## src/rtl/picosoc_timer_pkg.sv

```systemverilog
// Shared register map and control-bit layout for the picosoc iomem countdown timer.
package picosoc_timer_pkg;

    localparam logic [7:0] CTRL_OFS     = 8'h00;
    localparam logic [7:0] LOAD_OFS     = 8'h04;
    localparam logic [7:0] COUNT_OFS    = 8'h08;
    localparam logic [7:0] STATUS_OFS   = 8'h0C;
    localparam logic [7:0] PRESCALE_OFS = 8'h10;

    localparam int CTRL_EN          = 0;
    localparam int CTRL_AUTO_RELOAD = 1;
    localparam int CTRL_IRQ_EN      = 2;

    // Replace only the bytes whose strobe is set.
    function automatic logic [31:0] apply_wstrb(input logic [31:0] cur,
                                                input logic [31:0] wdata,
                                                input logic [3:0]  wstrb);
        logic [31:0] merged;
        merged = cur;
        for (int i = 0; i < 4; i++) begin
            if (wstrb[i]) begin
                merged[8*i +: 8] = wdata[8*i +: 8];
            end
        end
        return merged;
    endfunction

endpackage

```

## src/rtl/picosoc_timer_prescaler.sv

```systemverilog
// Free-running prescaler: one tick every prescale+1 enabled cycles, held at 0 when disabled.
module picosoc_timer_prescaler
    import picosoc_timer_pkg::*;
#(
    parameter int PRESCALE_W = 16
) (
    input  logic                  clk,
    input  logic                  resetn,
    input  logic                  en,
    input  logic                  clear,
    input  logic [PRESCALE_W-1:0] prescale,
    output logic                  tick
);

    logic [PRESCALE_W-1:0] pcnt;

    // A clear (COUNT write) suppresses the tick so the written value is not decremented.
    assign tick = en && !clear && (pcnt == prescale);

    always_ff @(posedge clk) begin
        if (!resetn) begin
            pcnt <= '0;
        end else if (!en || clear) begin
            pcnt <= '0;
        end else if (pcnt == prescale) begin
            pcnt <= '0;
        end else begin
            pcnt <= pcnt + 1'b1;
        end
    end

endmodule

```

## src/rtl/picosoc_iomem_timer.sv

```systemverilog
// iomem-bus countdown timer: one-wait-state register interface, prescaled countdown, level IRQ.
module picosoc_iomem_timer
    import picosoc_timer_pkg::*;
#(
    parameter logic [31:0] BASE_ADDR  = 32'h0300_0000,
    parameter int          PRESCALE_W = 16
) (
    input  logic        clk,
    input  logic        resetn,
    input  logic        iomem_valid,
    output logic        iomem_ready,
    input  logic [3:0]  iomem_wstrb,
    input  logic [31:0] iomem_addr,
    input  logic [31:0] iomem_wdata,
    output logic [31:0] iomem_rdata,
    output logic        irq_out
);

    logic                  sel;
    logic                  access;
    logic                  wr;
    logic [7:0]            ofs;
    logic                  wr_ctrl;
    logic                  wr_load;
    logic                  wr_count;
    logic                  wr_status;
    logic                  wr_prescale;
    logic [2:0]            ctrl;
    logic [31:0]           load;
    logic [31:0]           count;
    logic                  expired;
    logic [PRESCALE_W-1:0] prescale;
    logic [31:0]           prescale_merged;
    logic [31:0]           read_data;
    logic                  tick;
    logic                  expire;
    logic                  status_clear;
    logic                  unused_bits;

    assign sel    = iomem_valid && (iomem_addr[31:8] == BASE_ADDR[31:8]);
    assign access = sel && !iomem_ready;
    assign wr     = access && (iomem_wstrb != 4'b0000);
    assign ofs    = {iomem_addr[7:2], 2'b00};

    assign wr_ctrl     = wr && (ofs == CTRL_OFS);
    assign wr_load     = wr && (ofs == LOAD_OFS);
    assign wr_count    = wr && (ofs == COUNT_OFS);
    assign wr_status   = wr && (ofs == STATUS_OFS);
    assign wr_prescale = wr && (ofs == PRESCALE_OFS);

    assign prescale_merged = apply_wstrb(32'(prescale), iomem_wdata, iomem_wstrb);
    assign expire          = tick && (count == 32'd1);
    assign status_clear    = wr_status && iomem_wstrb[0] && iomem_wdata[0];
    assign unused_bits     = ^{iomem_addr[1:0], prescale_merged};

    picosoc_timer_prescaler #(
        .PRESCALE_W (PRESCALE_W)
    ) u_prescaler (
        .clk      (clk),
        .resetn   (resetn),
        .en       (ctrl[CTRL_EN]),
        .clear    (wr_count),
        .prescale (prescale),
        .tick     (tick)
    );

    always_comb begin
        read_data = '0;
        case (ofs)
            CTRL_OFS:     read_data = {29'b0, ctrl};
            LOAD_OFS:     read_data = load;
            COUNT_OFS:    read_data = count;
            STATUS_OFS:   read_data = {31'b0, expired};
            PRESCALE_OFS: read_data = 32'(prescale);
            default:      read_data = '0;
        endcase
    end

    always_ff @(posedge clk) begin
        if (!resetn) begin
            iomem_ready <= 1'b0;
            iomem_rdata <= '0;
            irq_out     <= 1'b0;
            ctrl        <= '0;
            load        <= '0;
            count       <= '0;
            expired     <= 1'b0;
            prescale    <= '0;
        end else begin
            iomem_ready <= access;
            iomem_rdata <= access ? read_data : '0;
            irq_out     <= expired && ctrl[CTRL_IRQ_EN];

            if (wr_ctrl && iomem_wstrb[0]) begin
                ctrl <= iomem_wdata[2:0];
            end
            if (wr_load) begin
                load <= apply_wstrb(load, iomem_wdata, iomem_wstrb);
            end
            if (wr_prescale) begin
                prescale <= prescale_merged[PRESCALE_W-1:0];
            end

            // A bus write to COUNT always wins over a tick landing in the same cycle.
            if (wr_count) begin
                count <= apply_wstrb(count, iomem_wdata, iomem_wstrb);
            end else if (tick) begin
                if (count > 32'd1) begin
                    count <= count - 32'd1;
                end else if (count == 32'd1) begin
                    count <= ctrl[CTRL_AUTO_RELOAD] ? load : 32'd0;
                end else if (ctrl[CTRL_AUTO_RELOAD] && (load != 32'd0)) begin
                    count <= load;
                end
            end

            if (expire) begin
                expired <= 1'b1;
            end else if (status_clear) begin
                expired <= 1'b0;
            end
        end
    end

endmodule
```

## config.mk

```make
export PLATFORM = sky130hd
export DESIGN_NAME = picosoc_iomem_timer
export DESIGN_NICKNAME = d
export VERILOG_FILES = /design/src/rtl/picosoc_timer_pkg.sv /design/src/rtl/picosoc_timer_prescaler.sv /design/src/rtl/picosoc_iomem_timer.sv
export SDC_FILE = /design/constraint.sdc
export NUM_CORES = 1
export LEC_CHECK = 0
export CORE_UTILIZATION = 40
export DETAILED_ROUTE_END_ITERATION = 7
export SLEW_MARGIN = 5
export SYNTH_ARGS = -nofsm -noshare
export SYNTH_HDL_FRONTEND = slang
export SYNTH_SLANG_ARGS = --single-unit
export TNS_END_PERCENT = 50
```

## constraint.sdc

```tcl
create_clock -name clk -period 9.2 [get_ports clk]
set_clock_uncertainty 0.15 [all_clocks]
set_input_delay 2.76 -clock clk [delete_from_list [all_inputs] [get_ports clk]]
set_output_delay 2.76 -clock clk [all_outputs]
set_load 0.05 [all_outputs]
```

==> results.sh, run 1 <==
export IMPL_run_status="completed"
export IMPL_grt_use_total_pct=24.1
export IMPL_die_area_mm2=0.0173
export IMPL_cts_sinks=134
export IMPL_layout_commonest_cell="dfxtp_1"
export IMPL_timing_hold_worst_class="flip-flop to flip-flop"
export IMPL_cts_hold_buffers=0
export IMPL_antenna_found_initial=0
export IMPL_core_mm2=0.0165
export IMPL_worst_pin_slew_ns=1.07
export IMPL_ys_flop_type="dfxtp_1"
export IMPL_async_flop_share_pct=0
export IMPL_synth_edf_count=0
export IMPL_fp_row_count=47
export IMPL_grt_pass1_vias=6070
export IMPL_final_cell_mix="dfxtp_1 (134), clkdlybuf4s50_1 (102), nor2_1 (99), nand2_1 (85), xnor2_1 (38)"
export IMPL_drive_above_1_share_pct=8.19
export IMPL_multi_input_area_mm2=0.00378
export IMPL_crit_path_max_fanout=26
export IMPL_period_share_pct=65.3
export IMPL_synth_avg_cell_area_um2=8.65
export IMPL_finalPower_w=0.00133
export IMPL_start_util_pct=40.8
export IMPL_die_w_um=132
export IMPL_post_cts_buffers=0
export IMPL_areaGrowthSynthToFinish_pct=25.8
export IMPL_firstDrtPassIters=7
export IMPL_fill_cells=1544
export IMPL_setup_tns_ns=0
export IMPL_place_congestion=0.872
export IMPL_wl_per_cell_um=18.9
export IMPL_drt_wl_total_um=20600
export IMPL_viasPerCell=5.80
export IMPL_critPathCaptureType="flip-flop"
export IMPL_ys_warnings_count=0
export IMPL_finalSetupViolCount=0
export IMPL_postSynthCellCount=777
export IMPL_hold_end="u_prescaler.pcnt[0]"
export IMPL_synth_top_cells_by_area="dfxtp_1 (40%), nor2_1 (5.6%), mux2i_1 (5.5%)"
export IMPL_required_ns=9.40
export IMPL_clock_path_buffers=2
export IMPL_drc=0
export IMPL_io_pins=105
export IMPL_cts_tree="done"
export IMPL_reg2reg_slack_ns=5.75
export IMPL_netlist_area_mm2=0.00672
export IMPL_path_clk_slew_ns=0.06
export IMPL_register_area_mm2=0.00268
export IMPL_p_leak_nw=2.88
export IMPL_slew_viol_final=0
export IMPL_arrival_ns=6.21
export IMPL_ys_seq_area_share_pct=39.9
export IMPL_grt_pass1_wl_um=32800
export IMPL_root_buffer="clkbuf_16"
export IMPL_hold_viol=0
export IMPL_clkLatencyLatePin_ns=0.43
export IMPL_synth_distinct_cells=72
export IMPL_synth_top_area_share_pct=39.9
export IMPL_max_slew_margin_rel_pct=28.3
export IMPL_clock_fmax_mhz=166
export IMPL_antenna_cells=0
export IMPL_rsz0062_at_grt="no"
export IMPL_startpoint_type="input port"
export IMPL_cts_resized_gates=0
export IMPL_ant_nets=0
export IMPL_synth_fp_nets=851
export IMPL_grt_max_degree=64
export IMPL_cts_made_buffers=17
export IMPL_ir_worst_vdd_mv=0.138
export IMPL_drtIter0Drc=580
export IMPL_yosysTopAreaCell="dfxtp_1"
export IMPL_die_h_um=132
export IMPL_criticalPathCategory="input port to flip-flop"
export IMPL_worstReg2RegEnd="count[18]"
export IMPL_maxCapViolations=0
export IMPL_regToRegStartpoint="count[16]"
export IMPL_overflow=0
export IMPL_startpoint="iomem_addr[5]"
export IMPL_period_minus_slack_ns=6.01
export IMPL_power_density_mw_per_mm2=157
export IMPL_dpl_hpwl_um=14100
export IMPL_r2r_cells=7
export IMPL_min_from="u_prescaler.pcnt[0]"
export IMPL_io_buffer_count=102
export IMPL_via_count=6303
export IMPL_h_tree_depth=4
export IMPL_hold_depth=1
export IMPL_fin_nets=929
export IMPL_synth_seq_cells=134
[how the worst max path moves through the flow]
stage                end  slack (ns)  depth (start not counted)
2_1_floorplan  count[19]        4.36                          8
3_3_place_gp   count[30]        2.90                          9
3_5_place_dp   count[30]        2.78                          9
4_1_cts        count[30]        3.23                          9
5_1_grt        count[28]        2.89                          9
6_report       count[30]        3.19                          9
[report_power, final]
| part | total, W | internal, W | switching [W] |
|---|---|---|---|
| logic | 0.0000512 | 0.0000283 | 0.0000228 |
| registers | 0.000580 | 0.000580 | 0.000000000000287 |
| clock network | 0.000694 | 0.000430 | 0.000264 |
[sequential cells by signal (all words and copies together) (netlist names)]
signal and flops:
count 32, iomem_rdata 32, load 32, prescale 16, u_prescaler.pcnt 16, ctrl 3
expired 1, iomem_ready 1, irq_out 1
[area by class of cell]
type                            count  area share (%)
Clock buffer                       18            5.19
Clock inverter                     13            1.86
Inverter                            6           0.266
Multi-Input combinational cell    584            44.7
Sequential cell                   134            31.7
Tap cell                          220            3.25
Timing Repair Buffer              112            13.0
[logic make-up after synthesis]
group                      share of synthesized area [%]
xor gates and xnor gates                            7.69
and+or+nand+nor                                     23.7
DFF                                                 39.9
AOI/OAI and AO/OA                                   18.5
muxes                                               5.51
adders and majority gates                          0.559
buffers and inverters                               4.10
[synthesized netlist by cell type (19+ instances only)]
library cell / n
clkbuf_1: 33
o21ai_0: 23
nand2_1: 85
a21oi_1: 34
nor2_1: 100
nor3_1: 21
xnor2_1: 38
mux2i_1: 37
xor2_1: 21
dfxtp_1: 134
nor4_1: 21
nand3_1: 19
[per-layer routing]
layer | share of wire [%] | global-route usage, %
met1 | 44 | 30.7
met2 | 48 | 40.1
met3 | 6.2 | 4.40
met4 | 2.3 | 9.88
met5 | 0 | 0
[worst max-delay path: stages]
cell	delay (ns)
clkdlybuf4s50_1	0.48
nor4_4	0.46
nand3b_2	0.18
nor4_4	0.82
buf_4	0.46
nand2_1	0.09
o21ai_1	0.57
o211ai_1	0.20
a21oi_1	0.18
[metrics by stage]
stage | setup WS (ns) | std cells | utilization, % | cell area [µm²] | hold slack (ns)
2_1_floorplan | 4.36 | 777 | - | 6720 | 0.299
3_3_place_gp | 2.90 | 1056 | 47.7 | 7860 | 0.321
3_5_place_dp | 2.78 | 1056 | 47.7 | 7860 | 0.334
4_1_cts | 3.23 | 1087 | 51.4 | 8460 | 0.346
5_1_grt | 2.89 | 1087 | 51.4 | 8460 | 0.365
6_report | 3.19 | 1087 | 51.4 | 8460 | 0.342
Note: power is estimated with default switching activity, not from simulation.
==> run 2, diff against run 1 <==
==> constraint.sdc (replaced) <==
create_clock -name clk -period 5 [get_ports clk]
set_clock_uncertainty 0.15 [all_clocks]
set_input_delay 1.5 -clock clk [delete_from_list [all_inputs] [get_ports clk]]
set_output_delay 1.5 -clock clk [all_outputs]
set_load 0.05 [all_outputs]
==> run 2 against run 1 <==
  * Global-route usage up 0.34 points
  * Wire length is 1.3% higher
  * Non-clock buffer count is 6 higher
  * Critical path type unchanged
  * Highest routed layer unchanged
==> results.sh, run 2 (same netlist as run 1, synthesis figures left out) <==
export IMPL_run_status="completed"
export IMPL_drtIter0Drc=598
export IMPL_cts_made_buffers=17
export IMPL_start_util_pct=40.8
export IMPL_worst_pin_slew_ns=1.12
export IMPL_viasPerCell=5.77
export IMPL_ir_worst_vdd_mv=0.244
export IMPL_drive_above_1_share_pct=8.92
export IMPL_h_tree_depth=4
export IMPL_place_inst=1062
export IMPL_period_share_pct=81.3
export IMPL_fp_row_count=47
export IMPL_crit_chain="clkdlybuf4s50_1 -> nor4_4 -> nand3b_2 -> nor4_1 -> o21ai_1 -> o21ai_0 -> a31oi_1"
export IMPL_grt_pass1_wl_um=33400
export IMPL_startpoint_type="input port"
export IMPL_slowest_stage="nor4_1"
export IMPL_required_ns=5.10
export IMPL_finalPower_w=0.00255
export IMPL_grt_pass1_vias=6247
export IMPL_via_count=6307
export IMPL_path_clk_slew_ns=0.06
export IMPL_die_w_um=132
export IMPL_arrival_ns=4.17
export IMPL_critPathCaptureType="flip-flop"
export IMPL_cts_tree="done"
export IMPL_drt_wl_total_um=20800
export IMPL_core_mm2=0.0165
export IMPL_overflow=0
export IMPL_criticalPathCategory="input port to flip-flop"
export IMPL_drc=0
export IMPL_power_density_mw_per_mm2=298
export IMPL_die_h_um=132
export IMPL_setup_tns_ns=0
export IMPL_root_buffer="clkbuf_16"
export IMPL_cts_sinks=134
export IMPL_grt_use_total_pct=24.5
export IMPL_register_area_mm2=0.00268
export IMPL_dpl_hpwl_um=14700
export IMPL_crit_path_max_fanout=15
export IMPL_firstDrtPassIters=5
export IMPL_io_buffer_count=102
export IMPL_cts_resized_gates=0
export IMPL_cp_slowest_stage_delay_ns=0.62
export IMPL_place_congestion=0.865
export IMPL_rsz0062_at_grt="no"
export IMPL_finalSetupViolCount=0
export IMPL_fin_nets=935
export IMPL_final_cell_mix="dfxtp_1 (134), clkdlybuf4s50_1 (102), nor2_1 (99), nand2_1 (85), xnor2_1 (38)"
export IMPL_multi_input_area_mm2=0.00378
export IMPL_slew_viol_final=0
export IMPL_ant_nets=0
export IMPL_max_slew_margin_rel_pct=24.9
export IMPL_timing_hold_worst_class="flip-flop to flip-flop"
export IMPL_clkLatencyLatePin_ns=0.43
export IMPL_clock_fmax_mhz=246
export IMPL_io_pins=105
export IMPL_grt_max_degree=64
export IMPL_maxCapViolations=0
export IMPL_fill_cells=1567
export IMPL_wl_per_cell_um=19.0
export IMPL_areaGrowthSynthToFinish_pct=27.5
export IMPL_layout_commonest_cell="dfxtp_1"
export IMPL_hold_viol=0
export IMPL_p_leak_nw=2.95
export IMPL_clock_path_buffers=2
export IMPL_antenna_cells=0
export IMPL_whs_ns=0.339
export IMPL_antenna_found_initial=0
export IMPL_period_minus_slack_ns=4.06
export IMPL_die_area_mm2=0.0173
export IMPL_fin_cells=1094
export IMPL_reg_top3="count: 32 flops, iomem_rdata: 32 flops, load: 32 flops"
export IMPL_cts_hold_buffers=0
export IMPL_post_cts_buffers=0
-- run 2: changes by cell type in the layout (fill, tap and decap cells not counted), sizes merged --
cell      before  now
clkbuf        18   17
clkinv         6    7
bufinv         3    5
inv            6    8
buf           10   16
clkinvlp       4    1
-- run 2: worst max-delay path, delay by kind of cell --
kind	cells	cell delay (ns)
AND/OR/NAND/NOR	3	1.27
buffers and inverters	1	0.47
AO/OA/AOI/OAI	3	0.93
-- run 2: area by class of cell --
cell class                      count  area share (%)
Sequential cell                   134            31.3
Clock buffer                       17            4.96
Clock inverter                     15            2.66
Tap cell                          220            3.21
Multi-Input combinational cell    584            44.1
Inverter                            6           0.263
Timing Repair Buffer              118            13.5
-- run 2: layer usage --
| layer | up-vias | track usage (%) | wire length, µm |
|---|---|---|---|
| met5 | - | 0 | 0 |
| met4 | 0 | 8.46 | 385 |
| met3 | 30 | 5.32 | 1300 |
| met2 | 249 | 41.3 | 10000 |
| met1 | 3022 | 30.6 | 9130 |
| li1 | 3006 | - | - |
-- run 2: path summary, 6_finish.rpt --
path,from,to,slack (ns),cells after the start
hold / removal,load[5],load[5],0.34,2
setup reg to reg,prescale[1],count[30],1.58,7
hold reg to reg,load[5],load[5],0.34,2
setup / recovery,iomem_addr[5],count[26],0.94,7
-- run 2: through the flow --
| step | area, µm² | utilization [%] | setup WS (ns) |
|---|---|---|---|
| 2_1_floorplan | 6720 | - | 1.42 |
| 3_3_place_gp | 7920 | 48.1 | 0.644 |
| 3_5_place_dp | 7920 | 48.1 | 0.581 |
| 4_1_cts | 8570 | 52.1 | 1.02 |
| 5_1_grt | 8570 | 52.1 | 0.809 |
| 6_report | 8570 | 52.1 | 0.937 |
-- run 2: power breakdown --
part,leakage [nW],switching [W],internal [W]
Combinational,1.55,0.0000422,0.0000530
Clock,0.319,0.000502,0.000889
Sequential,1.08,0.000000000000547,0.00107
Total,2.95,0.000544,0.00201
==> run 3, diff against run 2 <==
==> constraint.sdc (replaced) <==
create_clock -name clk -period 3.3 [get_ports clk]
set_clock_uncertainty 0.15 [all_clocks]
set_input_delay 0.99 -clock clk [delete_from_list [all_inputs] [get_ports clk]]
set_output_delay 0.99 -clock clk [all_outputs]
set_load 0.05 [all_outputs]
==> run 3 against run 2 <==
  * Final cell count grew 4.1%
  * Worst hold slack better by 0.0013 ns
  * Critical path depth increased by 2
  * Worst setup slack worse by 0.84 ns
  * Register-to-register slack lost 1.2 ns
  * Clock-buffer cell count is 1 higher
  * Utilization increased by 2.4 points
  * Combinational power up 64%
  * Critical path type unchanged
  * Largest power group unchanged
==> results.sh, run 3 (same netlist as run 1, synthesis figures left out) <==
export IMPL_areaGrowthSynthToFinish_pct=33.4
export IMPL_multi_input_area_mm2=0.00379
export IMPL_die_h_um=132
export IMPL_layout_commonest_cell="dfxtp_1"
export IMPL_ir_worst_vdd_mv=0.366
export IMPL_final_cell_mix="dfxtp_1 (134), clkdlybuf4s50_1 (102), nor2_1 (99), nand2_1 (85), buf_4 (53)"
export IMPL_drc=0
export IMPL_hold_depth=2
export IMPL_startpoint_type="input port"
export IMPL_max_slew_margin_rel_pct=62.1
export IMPL_firstDrtPassIters=7
export IMPL_grt_max_degree=39
export IMPL_slowest_stage="or4_1"
export IMPL_run_status="completed"
export IMPL_regToRegStartpoint="load[21]"
export IMPL_die_w_um=132
export IMPL_ant_nets=0
export IMPL_cp_slowest_stage_delay_ns=0.71
export IMPL_dpl_hpwl_um=15400
export IMPL_reg2reg_slack_ns=0.40
export IMPL_io_pins=105
export IMPL_grt_use_total_pct=25.1
export IMPL_fill_cells=1508
export IMPL_die_area_mm2=0.0173
export IMPL_maxCapViolations=0
export IMPL_core_mm2=0.0165
export IMPL_cp_num_buf_inv=3
export IMPL_register_area_mm2=0.00268
export IMPL_crit_chain="clkdlybuf4s50_1 -> nor4_1 -> nand4_1 -> or4_1 -> nor2_2 -> a21oi_4 -> buf_12 -> buf_4 -> a211oi_1"
export IMPL_cts_hold_buffers=0
export IMPL_r2r_cells=7
export IMPL_criticalPathCategory="input port to flip-flop"
export IMPL_period_minus_slack_ns=3.21
export IMPL_drive_above_1_share_pct=13.7
export IMPL_clock_fmax_mhz=312
export IMPL_viasPerCell=5.67
export IMPL_drt_wl_total_um=21100
export IMPL_setup_tns_ns=0
export IMPL_via_count=6461
export IMPL_cts_sinks=134
export IMPL_finalSetupViolCount=0
export IMPL_overflow=0
export IMPL_crit_path_max_fanout=14
export IMPL_antenna_found_initial=0
export IMPL_io_buffer_count=102
export IMPL_slew_viol_final=0
export IMPL_hold_end="load[2]"
export IMPL_antenna_cells=0
export IMPL_timing_hold_worst_class="flip-flop to flip-flop"
export IMPL_wl_per_cell_um=18.5
export IMPL_worst_pin_slew_ns=0.566
export IMPL_period_share_pct=97.2
export IMPL_worstReg2RegEnd="count[18]"
export IMPL_required_ns=3.49
export IMPL_fp_row_count=47
export IMPL_grt_pass1_wl_um=33900
export IMPL_fin_nets=980
export IMPL_cts_made_buffers=17
export IMPL_hold_viol=0
export IMPL_rsz0062_at_grt="yes"
export IMPL_p_leak_nw=3.17
export IMPL_grt_pass1_vias=6375
export IMPL_drtIter0Drc=855
export IMPL_power_density_mw_per_mm2=416
export IMPL_start_util_pct=40.8
export IMPL_h_tree_depth=4
export IMPL_min_from="load[2]"
export IMPL_place_inst=1106
export IMPL_clock_path_buffers=2
export IMPL_clkLatencyLatePin_ns=0.43
export IMPL_fin_cells=1139
export IMPL_arrival_ns=3.40
export IMPL_root_buffer="clkbuf_16"
export IMPL_path_clk_slew_ns=0.06
export IMPL_place_congestion=0.897
export IMPL_cts_tree="done"
export IMPL_reg_top3="count: 32 flops, iomem_rdata: 32 flops, load: 32 flops"
export IMPL_critPathCaptureType="flip-flop"
export IMPL_dpl_cell_area_mm2=0.00832
export IMPL_fin_area_mm2=0.00897
export IMPL_cpLargestDelayFamily="simple AND/OR/NAND/NOR gates"
==> run 3: what timing repair did <==
item / in CTS / in global routing
resized for setup: 0 / 3
setup endpoints to repair: 0 / 17
setup buffers: 0 / 1
hold endpoints to repair: 0 / 0
==> run 3: how the worst max path moves through the flow <==
stage / start / endpoint / cells past startpoint
after floorplan: iomem_addr[5] / count[19] / 8
after global placement: iomem_addr[9] / count[15] / 9
after detailed placement: iomem_addr[15] / count[9] / 9
after CTS: iomem_addr[15] / count[9] / 9
after global routing: iomem_addr[13] / count[5] / 9
final: iomem_addr[15] / count[6] / 9
==> run 3: report_power, final <==
part,switching [W],leakage [nW],total [W],internal (W)
clock,0.000746,0.290,0.00196,0.00121
combinational,0.0000668,1.80,0.000156,0.0000890
sequential,0.000000000000832,1.08,0.00162,0.00162
total,0.000813,3.17,0.00373,0.00292
==> run 3: per-stage QoR <==
| step | hold WS [ns] | setup slack (ns) | power, W | util, % |
|---|---|---|---|---|
| after floorplan | 0.299 | 0.230 | 0.00168 | - |
| after global placement | 0.321 | -0.237 | 0.00181 | 50.5 |
| after detailed placement | 0.332 | -0.313 | 0.00181 | 50.5 |
| after CTS | 0.344 | 0.138 | 0.00376 | 54.3 |
| after global routing | 0.368 | -0.0185 | 0.00386 | 54.5 |
| final | 0.341 | 0.0936 | 0.00373 | 54.5 |
==> run 3: area by class of cell <==
class / count / area share (%)
timing repair buffer: 163 / 17.6
multi-input combinational: 584 / 42.3
inverter: 6 / 0.251
tap: 220 / 3.07
clock inverter: 14 / 1.97
sequential: 134 / 29.9
clock buffer: 18 / 4.90
==> run 3: worst min-delay path, delay by kind of cell, from the launching register on <==
family           cells  cell delay (ns)
flip-flops           1             0.33
AND/OR/NAND/NOR      1             0.06
AO/OA/AOI/OAI        1             0.05
==> run 3: layer usage <==
metal	up-vias	share of wire, %	global-route usage, %
li1	3093	-	-
met5	-	0	0
met4	0	2.0	8.72
met2	265	48	41.7
met3	38	7.1	5.52
met1	3065	42	31.7
